===== src/rtl/digseg_scanner_pkg.sv =====
// digseg_scanner_pkg
//   Shared definitions for the multiplexed 7-segment scanner:
//   bus data width, control register address, reset patterns and the
//   scan FSM state type.
//   Optional feature macro used by importers: DIGSEG_SCAN_DIM_EN.

package digseg_scanner_pkg;

    localparam int DATA_W = 8;
    localparam int SEG_W  = 7;

    // Control register lives at the top of the 4-bit address space.
    localparam logic [3:0] CTRL_ADDR = 4'hF;

    // Segment pattern {a,b,c,d,e,f,g} for the character "0".
    localparam logic [SEG_W-1:0]  SEG_RESET   = 7'b1111110;
    // Digit register reset value: {dp, a..g} with dp off.
    localparam logic [DATA_W-1:0] DIGIT_RESET = {1'b0, SEG_RESET};

    localparam logic       CTRL_ENABLE_RESET = 1'b1;
    localparam logic [3:0] CTRL_BRIGHT_RESET = 4'hF;

    typedef enum logic {
        SCAN_BLANK = 1'b0,
        SCAN_ON    = 1'b1
    } scan_state_t;

endpackage


===== src/rtl/digseg_scan_timer.sv =====
// digseg_scan_timer
//   Slot timer for the digit scanner. Each slot is SCAN_DIV cycles: the
//   first BLANK_CYCLES are dead time, the rest light the current digit.
//   The digit index advances and wraps at the end of every slot.
//   While enable is low the timer sits in BLANK with the counter cleared
//   and the index held, so re-enabling replays a full blank phase.
//
//   The index/phase_on outputs are the state the timer will hold on the
//   next cycle. The caller registers them, so its registered outputs line
//   up cycle-for-cycle with the timer's own state.
//
// Ports
//   clk       in   clock
//   rst       in   synchronous reset, active-high
//   enable    in   scan enable
//   index     out  digit index for the next cycle
//   phase_on  out  next cycle is in the ON part of a slot
//   slot_end  out  current cycle is the last one of the slot

module digseg_scan_timer
    import digseg_scanner_pkg::*;
#(
    parameter int NUM_DIGITS   = 8,
    parameter int SCAN_DIV     = 50000,
    parameter int BLANK_CYCLES = 64,
    parameter int IDX_W        = $clog2(NUM_DIGITS)
) (
    input  logic             clk,
    input  logic             rst,
    input  logic             enable,
    output logic [IDX_W-1:0] index,
    output logic             phase_on,
    output logic             slot_end
);

    localparam int               CNT_W      = $clog2(SCAN_DIV);
    localparam logic [CNT_W-1:0] CNT_LAST   = CNT_W'(SCAN_DIV - 1);
    localparam logic [CNT_W-1:0] BLANK_LAST = CNT_W'(BLANK_CYCLES - 1);
    localparam logic [IDX_W-1:0] IDX_LAST   = IDX_W'(NUM_DIGITS - 1);

    scan_state_t      state_q, state_nxt;
    logic [CNT_W-1:0] cnt_q, cnt_nxt;
    logic [IDX_W-1:0] index_q, index_nxt;

    assign slot_end = enable && (cnt_q == CNT_LAST);

    // NOTE: every variable gets a default before the branches so no path
    // leaves one unassigned; otherwise synthesis infers a latch.
    always_comb begin
        state_nxt = state_q;
        cnt_nxt   = cnt_q + 1'b1;
        index_nxt = index_q;
        if (!enable) begin
            state_nxt = SCAN_BLANK;
            cnt_nxt   = '0;
        end else if (slot_end) begin
            state_nxt = SCAN_BLANK;
            cnt_nxt   = '0;
            index_nxt = (index_q == IDX_LAST) ? '0 : index_q + 1'b1;
        end else if (state_q == SCAN_BLANK && cnt_q == BLANK_LAST) begin
            state_nxt = SCAN_ON;
        end
    end

    // NOTE: state registers use non-blocking assignments so every flop
    // samples the pre-edge values, independent of statement order.
    always_ff @(posedge clk) begin
        if (rst) begin
            state_q <= SCAN_BLANK;
            cnt_q   <= '0;
            index_q <= '0;
        end else begin
            state_q <= state_nxt;
            cnt_q   <= cnt_nxt;
            index_q <= index_nxt;
        end
    end

    assign index    = index_nxt;
    assign phase_on = (state_nxt == SCAN_ON);

endmodule


===== src/rtl/digseg_scanner.sv =====
// digseg_scanner
//   Time-multiplexed driver for an N-digit common-anode 7-segment display
//   on the peripheral bus. Holds one {dp, a..g} pattern per digit and a
//   control register, scans the digits with a dead-time blank between
//   them, and drives registered anode/segment outputs.
//
//   Optional feature: define DIGSEG_SCAN_DIM_EN to enable PWM dimming with
//   a 4-bit brightness in ctrl[7:4]. Without it ctrl[7:4] reads 0.
//
// Ports
//   clk     in   clock
//   rst     in   synchronous reset, active-high
//   ce_i    in   bus chip enable
//   we_i    in   bus write enable (1=write, 0=read)
//   addr_i  in   0..NUM_DIGITS-1 digit regs, 4'hF control reg
//   data_i  in   write data {dp, a,b,c,d,e,f,g}
//   data_o  out  read data, valid while ack_o=1
//   ack_o   out  one-cycle bus acknowledge
//   an_o    out  digit select, active-low
//   seg_o   out  segments a..g, active-high
//   dp_o    out  decimal point, active-high
//   Control reg: bit0 = enable, [7:4] = brightness, [3:1] read 0.

module digseg_scanner
    import digseg_scanner_pkg::*;
#(
    parameter int NUM_DIGITS   = 8,
    parameter int SCAN_DIV     = 50000,
    parameter int BLANK_CYCLES = 64
) (
    input  logic                  clk,
    input  logic                  rst,
    input  logic                  ce_i,
    input  logic                  we_i,
    input  logic [3:0]            addr_i,
    input  logic [DATA_W-1:0]     data_i,
    output logic [DATA_W-1:0]     data_o,
    output logic                  ack_o,
    output logic [NUM_DIGITS-1:0] an_o,
    output logic [SEG_W-1:0]      seg_o,
    output logic                  dp_o
);

    localparam int         IDX_W           = $clog2(NUM_DIGITS);
    localparam logic [3:0] LAST_DIGIT_ADDR = 4'(NUM_DIGITS - 1);

    logic [DATA_W-1:0] digit_q [NUM_DIGITS];
    logic              enable_q;

    logic              accept;
    logic              wr_en;
    logic              is_digit;
    logic [IDX_W-1:0]  addr_idx;
    logic [DATA_W-1:0] rd_data;
    logic [DATA_W-1:0] ctrl_rd;

    logic [IDX_W-1:0]  scan_index;
    logic              scan_on;
    logic              slot_end;
    logic [DATA_W-1:0] pattern;
    logic              lit;

    // ---------------------------------------------------------------- bus
    // A transaction is taken only when no ack is outstanding, so a held
    // chip enable produces one transaction every other cycle.
    assign accept   = ce_i & ~ack_o;
    assign wr_en    = accept & we_i;
    assign is_digit = (addr_i <= LAST_DIGIT_ADDR);
    assign addr_idx = addr_i[IDX_W-1:0];

    always_comb begin
        rd_data = '0;
        if (is_digit) begin
            rd_data = digit_q[addr_idx];
        end else if (addr_i == CTRL_ADDR) begin
            rd_data = ctrl_rd;
        end
    end

    always_ff @(posedge clk) begin
        if (rst) begin
            ack_o  <= 1'b0;
            data_o <= '0;
        end else begin
            ack_o  <= accept;
            data_o <= (accept & ~we_i) ? rd_data : '0;
        end
    end

    // ------------------------------------------------------ register file
    // NOTE: the digit array is reset explicitly: it is a handful of flops,
    // not a RAM, and the display must come up showing zeros.
    always_ff @(posedge clk) begin
        if (rst) begin
            for (int i = 0; i < NUM_DIGITS; i++) begin
                digit_q[i] <= DIGIT_RESET;
            end
            enable_q <= CTRL_ENABLE_RESET;
        end else if (wr_en) begin
            if (is_digit) begin
                digit_q[addr_idx] <= data_i;
            end else if (addr_i == CTRL_ADDR) begin
                enable_q <= data_i[0];
            end
        end
    end

    // ---------------------------------------------------------- scan timer
    digseg_scan_timer #(
        .NUM_DIGITS   (NUM_DIGITS),
        .SCAN_DIV     (SCAN_DIV),
        .BLANK_CYCLES (BLANK_CYCLES),
        .IDX_W        (IDX_W)
    ) u_timer (
        .clk      (clk),
        .rst      (rst),
        .enable   (enable_q),
        .index    (scan_index),
        .phase_on (scan_on),
        .slot_end (slot_end)
    );

    // The output stage works from the timer's lookahead index/phase and
    // has no use for the slot boundary pulse.
    logic unused_slot_end;
    assign unused_slot_end = slot_end;

    // ------------------------------------------------------- dimming / ctrl
`ifdef DIGSEG_SCAN_DIM_EN
    logic [3:0] bright_q;
    logic [3:0] pwm_q;
    logic [3:0] pwm_nxt;
    logic       on_q;

    always_ff @(posedge clk) begin
        if (rst) begin
            bright_q <= CTRL_BRIGHT_RESET;
        end else if (wr_en && addr_i == CTRL_ADDR) begin
            bright_q <= data_i[7:4];
        end
    end

    // PWM phase restarts at 0 on the first ON cycle of every slot, then
    // free-runs (wrapping every 16 cycles) until the slot goes blank.
    assign pwm_nxt = on_q ? pwm_q + 4'd1 : 4'd0;
    // Lit while pwm < brightness+1, i.e. (brightness+1)/16 duty.
    assign lit     = (pwm_nxt <= bright_q);

    always_ff @(posedge clk) begin
        if (rst) begin
            on_q  <= 1'b0;
            pwm_q <= '0;
        end else begin
            on_q  <= scan_on;
            pwm_q <= scan_on ? pwm_nxt : 4'd0;
        end
    end

    assign ctrl_rd = {bright_q, 3'b000, enable_q};
`else
    assign lit     = 1'b1;
    assign ctrl_rd = {7'b0000000, enable_q};
`endif

    // ------------------------------------------------------- output stage
    assign pattern = digit_q[scan_index];

    always_ff @(posedge clk) begin
        if (rst) begin
            an_o  <= '1;
            seg_o <= '0;
            dp_o  <= 1'b0;
        end else if (scan_on) begin
            an_o          <= ~(NUM_DIGITS'(1) << scan_index);
            {dp_o, seg_o} <= lit ? pattern : '0;
        end else begin
            an_o  <= '1;
            seg_o <= '0;
            dp_o  <= 1'b0;
        end
    end

endmodule


===== config.mk =====
export PLATFORM = sky130hd
export DESIGN_NAME = digseg_scanner
export DESIGN_NICKNAME = d
export VERILOG_FILES = /design/src/rtl/digseg_scanner_pkg.sv /design/src/rtl/digseg_scan_timer.sv /design/src/rtl/digseg_scanner.sv
export SDC_FILE = /design/constraint.sdc
export NUM_CORES = 1
export LEC_CHECK = 0
export CAP_MARGIN = 20
export CORE_UTILIZATION = 45
export DETAILED_ROUTE_END_ITERATION = 10
export SLEW_MARGIN = 0
export SYNTH_ARGS = -nofsm -noshare
export SYNTH_HDL_FRONTEND = slang
export SYNTH_HIERARCHICAL = 1
export SYNTH_SLANG_ARGS = --single-unit

===== constraint.sdc =====
create_clock -name clk -period 3.8 [get_ports clk]
set_clock_uncertainty 0.05 [all_clocks]
set_input_delay 1.14 -clock clk [delete_from_list [all_inputs] [get_ports clk]]
set_output_delay 1.14 -clock clk [all_outputs]
set_load 0.1 [all_outputs]

==> impl_metrics.py, run 1 <==
metrics = {
    "routing": {
        "drc": 0,
        "vias": 3178,
        "ant_nets": 0,
        "postRouteWirelength_mm": 11.6,
        "vias_per_cell": 5.50,
        "firstDrtPassIters": 4,
        "avgRoutedWirePerCell_microns": 20.1,
        "drt_iter0_markers": 271,
    },
    "synthesis": {
        "syn_nets": 405,
        "ys_warn_count": 6,
        "netlist_instances": 386,
        "synth_area_leaders": "edfxtp_1, dfxtp_1, mux4_2",
        "synth_top_cell_by_area": "edfxtp_1",
        "syn-cell-area_sq_um": 5090,
        "synth-seq-cells": 110,
        "synth_edf_count": 64,
        "synth-async-reset-ratio_pct": 0,
        "synth-seq-area-share_pct": 55.9,
        "synth_top_area_share_pct": 37.8,
        "synth_cell_type_count": 46,
        "syn_area_per_cell_sq_um": 13.2,
        "synth_flop_cell": "edfxtp_1",
    },
    "die": {
        "initial_core_util_pct": 46.5,
        "dieArea_sq_um": 11700,
        "chipWidth_microns": 108,
        "die_h_microns": 108,
        "io_pins": 41,
        "rows": 38,
        "core_sq_um": 10900,
    },
    "clock_network": {
        "cts_hold_buf": 0,
        "clockRootBuffer": "clkbuf_16",
        "tritoncts": "yes",
        "cts_sinks": 110,
        "h-tree-depth": 3,
        "cts-resized-gates": 0,
        "clk_latency_ns": 0.35,
        "cts_buffer_depth": 2,
        "post_cts_buffers": 0,
        "cts_buffers": 9,
        "path_clk_slew_ns": 0.08,
    },
    "layout": {
        "final_cell_mix": "edfxtp_1, dfxtp_1, buf_4, nor2_1, mux4_2",
        "multi_input_comb_area_sq_um": 2090,
        "final_core_util_pct": 54.1,
        "areaGrowthSynthToFinish_pct": 16.2,
        "layout_commonest_cell": "edfxtp_1",
        "nNetsFinal": 452,
        "diodes": 0,
        "register_area_sq_um": 2840,
        "fillers": 942,
        "drive_above_1_share_pct": 26.3,
    },
    "timing": {
        "rsz0062_at_grt": "no",
        "finalCriticalPeriod_ns": 3.21,
        "fin_crit_sh_pct": 84.4,
        "hold_viol": 0,
        "worst_slack_ns": 0.592,
        "final-setup-viol-count": 0,
        "fmax_mhz": 312,
        "final.setup.tns_ns": 0,
        "drv_slew": 0,
        "max-slew-margin-rel_pct": 43.7,
        "worst_slew_pin_slew_ns": 0.843,
    },
    "power_and_ir_drop": {
        "p_per_area_nw_per_um2": 401,
        "p_sw_w": 0.000566,
        "clockPowerShare_pct": 39.3,
        "peakVddDrop_v": 0.000273,
        "p_sw_share_pct": 23.9,
        "intPower_w": 0.00180,
        "power.leakage_nw": 1.94,
        "power_frac_comb_pct": 6.3,
        "fin_total_pwr_w": 0.00237,
        "pwr-share-seq_pct": 54.4,
    },
    "placement": {
        "gp_congestion": 0.832,
        "io_buffers": 40,
        "place_worst_setup_slack_ns": 0.481,
        "dp_hpwl_mm": 8.16,
    },
    "critical_path": {
        "r2r-start": "u_timer/cnt_q[12]",
        "r2r_end": "dp_o",
        "r2r_cells": 7,
        "cp-end-kind": "register",
        "cp-start-kind": "register",
        "reg2reg_slack_ns": 0.59,
        "worstPathMaxFanout": 15,
        "cp.required_ns": 3.99,
        "critPathLaunch": "u_timer/cnt_q[12]",
        "crit_type": "reg2reg",
        "worstPathArrival_ns": 3.40,
    },
    "grt": {
        "antenna_found_initial": 0,
        "grt_max_degree": 22,
        "grt_util_all_layers_pct": 21.6,
        "overflow": 0,
        "grt_pass1_wl_mm": 17.7,
        "grt_pass1_vias": 3170,
    },
    "run": {
        "maxCapViolations": 0,
    },
    "hold_path": {
        "min-delay-start": "u_timer/cnt_q[0]",
        "hp-class": "reg2reg",
        "hold_depth": 1,
        "hold-path-endpoint": "u_timer/cnt_q[0]",
    },
    "status": {
        "outcome": "complete, no violations",
    },
}
[through the flow]
stage / std cells / instance area (sq um) / hold slack [ns]
after floorplan: 386 / 5090 / 0.387
after global placement: 562 / 5610 / 0.413
after detailed placement: 562 / 5610 / 0.423
after CTS: 578 / 5910 / 0.439
after global routing: 578 / 5910 / 0.466
final: 578 / 5910 / 0.432
[cells by family after synthesis]
group	synth area share [%]
and+or+nand+nor	19.8
muxes	15.5
xor gates and xnor gates	2.24
AOI/OAI and AO/OA	2.75
adders and majority gates	0.738
DFF	55.9
buffers and inverters	3.07
[routing by layer]
metal	part of all wire (%)	wire, microns	global-route usage (%)	vias up
met1	41	4770	25.9	1567
met3	4.0	468	4.16	20
li1	-	-	-	1514
met4	2.0	231	7.05	0
met5	0	0	0	-
met2	53	6130	38.9	77
[registers in the layout, indices dropped and copies added, names as in the netlist]
| name | flops |
|---|---|
| u_timer/index_q | 3 |
| data_o | 8 |
| u_timer/cnt_q | 16 |
| an_o | 8 |
| seg_o | 7 |
| ack_o | 1 |
| dp_o | 1 |
| enable_q | 1 |
| digit_q | 64 |
| u_timer/state_q | 1 |
[Yosys cell counts (2+ instances only)]
| library cell | count |
|---|---|
| edfxtp_1 | 64 |
| dfxtp_1 | 46 |
| nor2_1 | 34 |
| mux4_2 | 32 |
| nand2b_1 | 27 |
| nand2_1 | 23 |
| or2_1 | 18 |
| or2_2 | 12 |
| xnor2_1 | 9 |
| a22o_1 | 8 |
| and2_1 | 8 |
| buf_2 | 8 |
| nand3_1 | 8 |
| clkbuf_1 | 7 |
| inv_1 | 7 |
| mux2i_1 | 7 |
| nor2b_1 | 6 |
| nand4_1 | 5 |
| nor3_1 | 5 |
| buf_6 | 4 |
| nor4_2 | 4 |
| xor2_1 | 4 |
| a21oi_1 | 3 |
| and3_1 | 3 |
| buf_1 | 3 |
| ha_1 | 3 |
| nand4b_1 | 3 |
| nor4_1 | 3 |
| or4b_4 | 3 |
| or3_1 | 2 |
| or4_4 | 2 |
[area by class of cell]
cell class                      count  area share [%]
Clock buffer                        9            3.81
Inverter                            7           0.444
Multi-Input combinational cell    246            35.3
Timing Repair Buffer               59            8.13
Tap cell                          140            2.96
Sequential cell                   110            48.1
Clock inverter                      7            1.25
[worst max-delay path, stage by stage (launching register included)]
cell	delay [ns]
dfxtp_1	0.36
or4_4	0.53
or4_4	0.61
or3_4	0.36
nand2_1	0.10
buf_4	0.28
mux4_2	0.54
a22o_1	0.25
[worst max-delay path by stage]
stage / slack [ns] / endpoint
3_5_place_dp: 0.48 / digit_q[1][7]
4_1_cts: 0.57 / seg_o[5]
6_report: 0.59 / dp_o
5_1_grt: 0.48 / seg_o[5]
2_1_floorplan: 0.56 / seg_o[0]
3_3_place_gp: 0.50 / digit_q[1][3]
[power by group through the flow]
stage          clock network (W)  logic (W)  registers, W
2_1_floorplan                  0  0.0000764       0.00133
3_3_place_gp                   0   0.000150       0.00132
3_5_place_dp                   0   0.000151       0.00132
4_1_cts                 0.000958   0.000151       0.00129
5_1_grt                  0.00100   0.000160       0.00129
6_report                0.000932   0.000150       0.00129
Power figures use the tool's default switching activity.
==> inputs of run 2 (changes only) <==
clock period = 3.1 ns   (was 3.8 ns; I/O delays follow)
==> run 2 against run 1 <==
Net effect: fmax rose by 7.4%; cell count rose by 2.4%; non-clock buffer count rose by 14; total power rose by 27%; utilization rose by 1.5 points; critical path type unchanged; critical endpoint unchanged; largest cell class unchanged; largest power group unchanged.
==> impl_metrics.py, run 2 (synthesis results as in run 1) <==
metrics = {
    "power_and_ir_drop": {
        "p_sw_share_pct": 21.6,
        "fin_total_pwr_w": 0.00301,
        "peakVddDrop_v": 0.000381,
        "power.leakage_nw": 2.02,
        "clockPowerShare_pct": 41.0,
        "p_sw_w": 0.000651,
        "p_per_area_nw_per_um2": 496,
        "power_frac_comb_pct": 6.5,
        "intPower_w": 0.00236,
        "pwr-share-seq_pct": 52.4,
    },
    "timing": {
        "final-setup-viol-count": 0,
        "final.setup.tns_ns": 0,
        "max-slew-margin-rel_pct": 59.5,
        "fin_crit_sh_pct": 96.3,
        "fmax_mhz": 335,
        "hold_viol": 0,
        "worst_slew_pin_slew_ns": 0.608,
        "rsz0062_at_grt": "no",
        "finalCriticalPeriod_ns": 2.99,
        "drv_slew": 0,
    },
    "die": {
        "die_h_microns": 108,
        "core_sq_um": 10900,
        "initial_core_util_pct": 46.5,
        "chipWidth_microns": 108,
        "dieArea_sq_um": 11700,
        "io_pins": 41,
        "rows": 38,
    },
    "placement": {
        "place_inst": 576,
        "gp_congestion": 0.801,
        "dp_hpwl_mm": 8.14,
        "io_buffers": 40,
    },
    "critical_path": {
        "cp-end-kind": "register",
        "r2r_end": "dp_o",
        "cp-start-kind": "register",
        "crit_type": "reg2reg",
        "cp.required_ns": 3.29,
        "reg2reg_slack_ns": 0.11,
        "r2r_cells": 7,
        "worstPathMaxFanout": 15,
        "worstPathArrival_ns": 3.17,
        "r2r-start": "u_timer/cnt_q[7]",
    },
    "layout": {
        "layout_commonest_cell": "edfxtp_1",
        "diodes": 0,
        "drive_above_1_share_pct": 28.1,
        "final_cells": 592,
        "final_cell_mix": "edfxtp_1, buf_4, dfxtp_1, nor2_1, mux4_2",
        "largest_reg_flops": 64,
        "nNetsFinal": 466,
        "fillers": 934,
        "regMostFlops": "digit_q",
        "areaGrowthSynthToFinish_pct": 19.4,
        "final_core_util_pct": 55.6,
        "top_regs": "digit_q: 64 flops, u_timer/cnt_q: 16 flops",
    },
    "clock_network": {
        "path_clk_slew_ns": 0.07,
        "cts_sinks": 110,
        "cts_buffer_depth": 2,
        "tritoncts": "yes",
        "clk_latency_ns": 0.35,
        "h-tree-depth": 3,
        "clockRootBuffer": "clkbuf_16",
        "cts_buffers": 9,
        "cts_hold_buf": 0,
    },
    "routing": {
        "avgRoutedWirePerCell_microns": 20.3,
        "postRouteWirelength_mm": 12.0,
        "vias_per_cell": 5.49,
        "ant_nets": 0,
        "drc": 0,
        "vias": 3249,
        "drt_iter0_markers": 248,
        "firstDrtPassIters": 4,
    },
    "grt": {
        "grt_pass1_wl_mm": 18.4,
        "grt_pass1_vias": 3316,
        "antenna_found_initial": 0,
        "overflow": 0,
        "grt_util_all_layers_pct": 22.4,
        "grt_max_degree": 22,
    },
    "hold_path": {
        "hold_depth": 1,
        "hold-path-endpoint": "u_timer/cnt_q[0]",
        "min-delay-start": "u_timer/cnt_q[0]",
        "hp-class": "reg2reg",
    },
    "status": {
        "outcome": "complete, no violations",
    },
    "run": {
        "maxCapViolations": 0,
    },
}
-- run 2: cell type report --
| class | instances | area [sq um] | area share [%] |
|---|---|---|---|
| clock buffer | 11 | 233 | 3.83 |
| clock inverter | 5 | 81.3 | 1.34 |
| inverter | 7 | 26.3 | 0.432 |
| multi-input combinational | 246 | 2090 | 34.4 |
| sequential | 110 | 2840 | 46.8 |
| tap | 140 | 175 | 2.88 |
| timing repair buffer | 73 | 627 | 10.3 |
-- run 2: power by group through the flow --
stage          clock network (W)  registers (W)   logic, W
3_3_place_gp                   0        0.00161   0.000196
6_report                 0.00124        0.00158   0.000197
2_1_floorplan                  0        0.00163  0.0000937
3_5_place_dp                   0        0.00161   0.000197
5_1_grt                  0.00131        0.00158   0.000210
4_1_cts                  0.00126        0.00158   0.000198
-- run 2: how the worst max path moves through the flow --
| stage | cells after the start | from | endpoint |
|---|---|---|---|
| after CTS | 7 | u_timer/cnt_q[7] | seg_o[2] |
| after global routing | 7 | u_timer/cnt_q[7] | dp_o |
| after global placement | 7 | u_timer/cnt_q[7] | seg_o[2] |
| after detailed placement | 4 | addr_i[1] | digit_q[1][1] |
| final | 7 | u_timer/cnt_q[7] | dp_o |
| after floorplan | 8 | u_timer/cnt_q[12] | seg_o[0] |
-- run 2: routing by layer --
metal  wire (microns)  track usage, %  up-vias
met4              149            6.95        0
met2             6160            40.3       83
met1             4820            26.4     1618
met5                0               0        -
met3              856            5.30       13
li1                 -               -     1535
-- run 2: what timing repair did --
action,in CTS,in global routing
gates resized for setup,0,2
buffers inserted,0,0
endpoints found under the setup margin,0,4
-- run 2: worst max-delay path, cell delays in order (launching register included) --
cell and delay (ns):
dfxtp_1 0.32, or4_4 0.53, or4_4 0.55, or3_4 0.36, nand2_2 0.13, buf_12 0.17, mux4_2 0.50, a22o_1 0.26
-- run 2: per-stage QoR --
stage	worst slack [ns]	hold slack, ns	cell area [sq um]
after floorplan	0.0244	0.387	5090
after global placement	0.0371	0.408	5760
after detailed placement	0.0284	0.417	5760
after CTS	0.0267	0.433	6070
after global routing	0.00653	0.464	6080
final	0.114	0.425	6080
==> inputs of run 3 (changes only) <==
ABC_AREA = 1   (was not set)
==> run 3 against run 2 <==
Net effect: flip-flop and latch count unchanged; total power down 4.4%; synthesized area rose by 4.6%; wire length grew 10%; die area increased by 4.5%; utilization shrank 2.6 points; worst setup slack gained 0.42 ns; clock power is 10% lower; cell count is 39% higher; via count rose by 33%; synthesized cell count increased by 65%; critical path type unchanged; highest routed layer unchanged.
==> impl_metrics.py, run 3 <==
metrics = {
    "timing": {
        "fmax_mhz": 390,
        "worst_slew_pin_slew_ns": 0.501,
        "worst_slack_ns": 0.538,
        "max-slew-margin-rel_pct": 66.5,
        "rsz0062_at_grt": "no",
        "drv_slew": 0,
        "final.setup.tns_ns": 0,
        "hold_ws_ns": 0.404,
        "finalCriticalPeriod_ns": 2.56,
        "hold_viol": 0,
        "fin_crit_sh_pct": 82.7,
        "final-setup-viol-count": 0,
    },
    "routing": {
        "firstDrtPassIters": 5,
        "vias": 4335,
        "drc": 0,
        "vias_per_cell": 5.26,
        "ant_nets": 0,
        "avgRoutedWirePerCell_microns": 16.0,
        "drt_iter0_markers": 322,
        "postRouteWirelength_mm": 13.2,
    },
    "clock_network": {
        "clockRootBuffer": "clkbuf_16",
        "cts_buffer_depth": 2,
        "cts_buffers": 9,
        "cts_sinks": 110,
        "path_clk_slew_ns": 0.07,
        "tritoncts": "yes",
        "h-tree-depth": 3,
        "cts-resized-gates": 0,
        "clk_latency_ns": 0.36,
        "post_cts_buffers": 0,
        "cts_hold_buf": 0,
    },
    "die": {
        "chipWidth_microns": 111,
        "rows": 39,
        "dieArea_sq_um": 12300,
        "initial_core_util_pct": 46.4,
        "core_sq_um": 11500,
        "die_h_microns": 111,
        "io_pins": 41,
    },
    "power_and_ir_drop": {
        "p_per_area_nw_per_um2": 475,
        "power.leakage_nw": 2.53,
        "p_sw_w": 0.000709,
        "intPower_w": 0.00217,
        "clockPowerShare_pct": 38.5,
        "fin_total_pwr_w": 0.00288,
        "peakVddDrop_v": 0.000368,
        "p_sw_share_pct": 24.6,
        "power_frac_comb_pct": 7.1,
        "pwr-share-seq_pct": 54.4,
    },
    "layout": {
        "nNetsFinal": 695,
        "drive_above_1_share_pct": 12.0,
        "fillers": 1089,
        "areaGrowthSynthToFinish_pct": 14.0,
        "regMostFlops": "digit_q",
        "top_regs": "digit_q: 64 flops, u_timer/cnt_q: 16 flops",
        "final_cell_mix": "nand2_1, inv_1, nand3_1, nor2_1, edfxtp_1",
        "diodes": 0,
        "layout_commonest_cell": "nand2_1",
        "largest_reg_flops": 64,
    },
    "critical_path": {
        "crit_type": "reg2reg",
        "slowest_stage": "o21ai_0",
        "cpPeakStageDelay_ns": 0.43,
        "critPathBufInv": 1,
        "cp.required_ns": 3.35,
        "cp-end-kind": "register",
        "r2r-start": "u_timer/cnt_q[0]",
        "worstPathMaxFanout": 17,
        "cp-start-kind": "register",
        "worstPathCellList": "ha_1 -> nand3_2 -> nor2_4 -> nand3_2 -> nand2_1 -> nand2_1 -> inv_1 -> nand2_2 -> o21ai_0 -> o21ai_0 -> nand2_1",
        "path_delay_family": "simple AND/OR/NAND/NOR gates",
        "critPathLaunch": "u_timer/cnt_q[0]",
        "reg2reg_slack_ns": 0.54,
        "crit_cells": 11,
        "r2r_cells": 11,
        "cpMostUsedCell": "nand2_1",
        "worstPathArrival_ns": 2.81,
    },
    "hold_path": {
        "hp-class": "reg2reg",
        "min-delay-start": "u_timer/cnt_q[0]",
        "hold_depth": 1,
    },
    "grt": {
        "grt_pass1_vias": 4068,
        "grt_pass1_wl_mm": 21.0,
        "grt_max_degree": 25,
        "grt_util_all_layers_pct": 22.5,
        "overflow": 0,
        "antenna_found_initial": 0,
    },
    "synthesis": {
        "ys_warn_count": 6,
        "syn_area_per_cell_sq_um": 8.38,
        "syn_nets": 654,
        "syn-cell-area_sq_um": 5320,
        "netlist_instances": 635,
    },
    "placement": {
        "place_worst_setup_slack_ns": 0.263,
        "io_buffers": 40,
        "dp_hpwl_mm": 9.67,
        "gp_congestion": 0.870,
    },
    "status": {
        "outcome": "complete, no violations",
    },
    "run": {
        "maxCapViolations": 0,
    },
}
==> run 3: power groups by stage <==
stage / registers [W] / clock network [W] / logic (W)
after floorplan: 0.00162 / 0 / 0.000111
after global placement: 0.00160 / 0 / 0.000200
after detailed placement: 0.00160 / 0 / 0.000203
after CTS: 0.00157 / 0.00114 / 0.000203
after global routing: 0.00157 / 0.00118 / 0.000222
final: 0.00157 / 0.00111 / 0.000204
==> run 3: cell type report <==
class | count | area [sq um] | area share, %
Clock inverter | 7 | 53.8 | 0.886
Tap cell | 143 | 179 | 2.95
Timing Repair Buffer | 56 | 453 | 7.46
Sequential cell | 110 | 2840 | 46.8
Clock buffer | 9 | 225 | 3.71
Multi-Input combinational cell | 415 | 2000 | 33.0
Inverter | 84 | 315 | 5.19
==> run 3: worst register-to-register path: cells and delay by family (launching register included) <==
family,cells,cell delay [ns]
AO/OA/AOI/OAI,2,0.59
adder cells (fa/ha/maj),1,0.24
buffers and inverters,1,0.23
flip-flops,1,0.35
AND/OR/NAND/NOR,7,1.05
==> run 3: per-stage QoR <==
stage	area (sq um)	util, %	cells
after floorplan	5320	-	635
after global placement	5790	50.5	808
after detailed placement	5790	50.5	808
after CTS	6070	52.9	824
after global routing	6070	52.9	824
final	6070	52.9	824
==> run 3: final timing paths <==
kind	endpoint
setup / recovery	seg_o[3]
hold / removal	u_timer/cnt_q[0]
setup reg to reg	seg_o[3]
hold reg to reg	u_timer/cnt_q[0]
==> run 3: routing by layer <==
layer | vias up | wire length, microns | part of all wire [%] | GRT usage [%]
met5 | - | 0 | 0 | 0
met4 | 0 | 393 | 3.0 | 10.4
met3 | 24 | 729 | 5.5 | 3.66
met2 | 129 | 5920 | 45 | 35.0
met1 | 2013 | 6160 | 47 | 30.7
li1 | 2169 | - | - | -
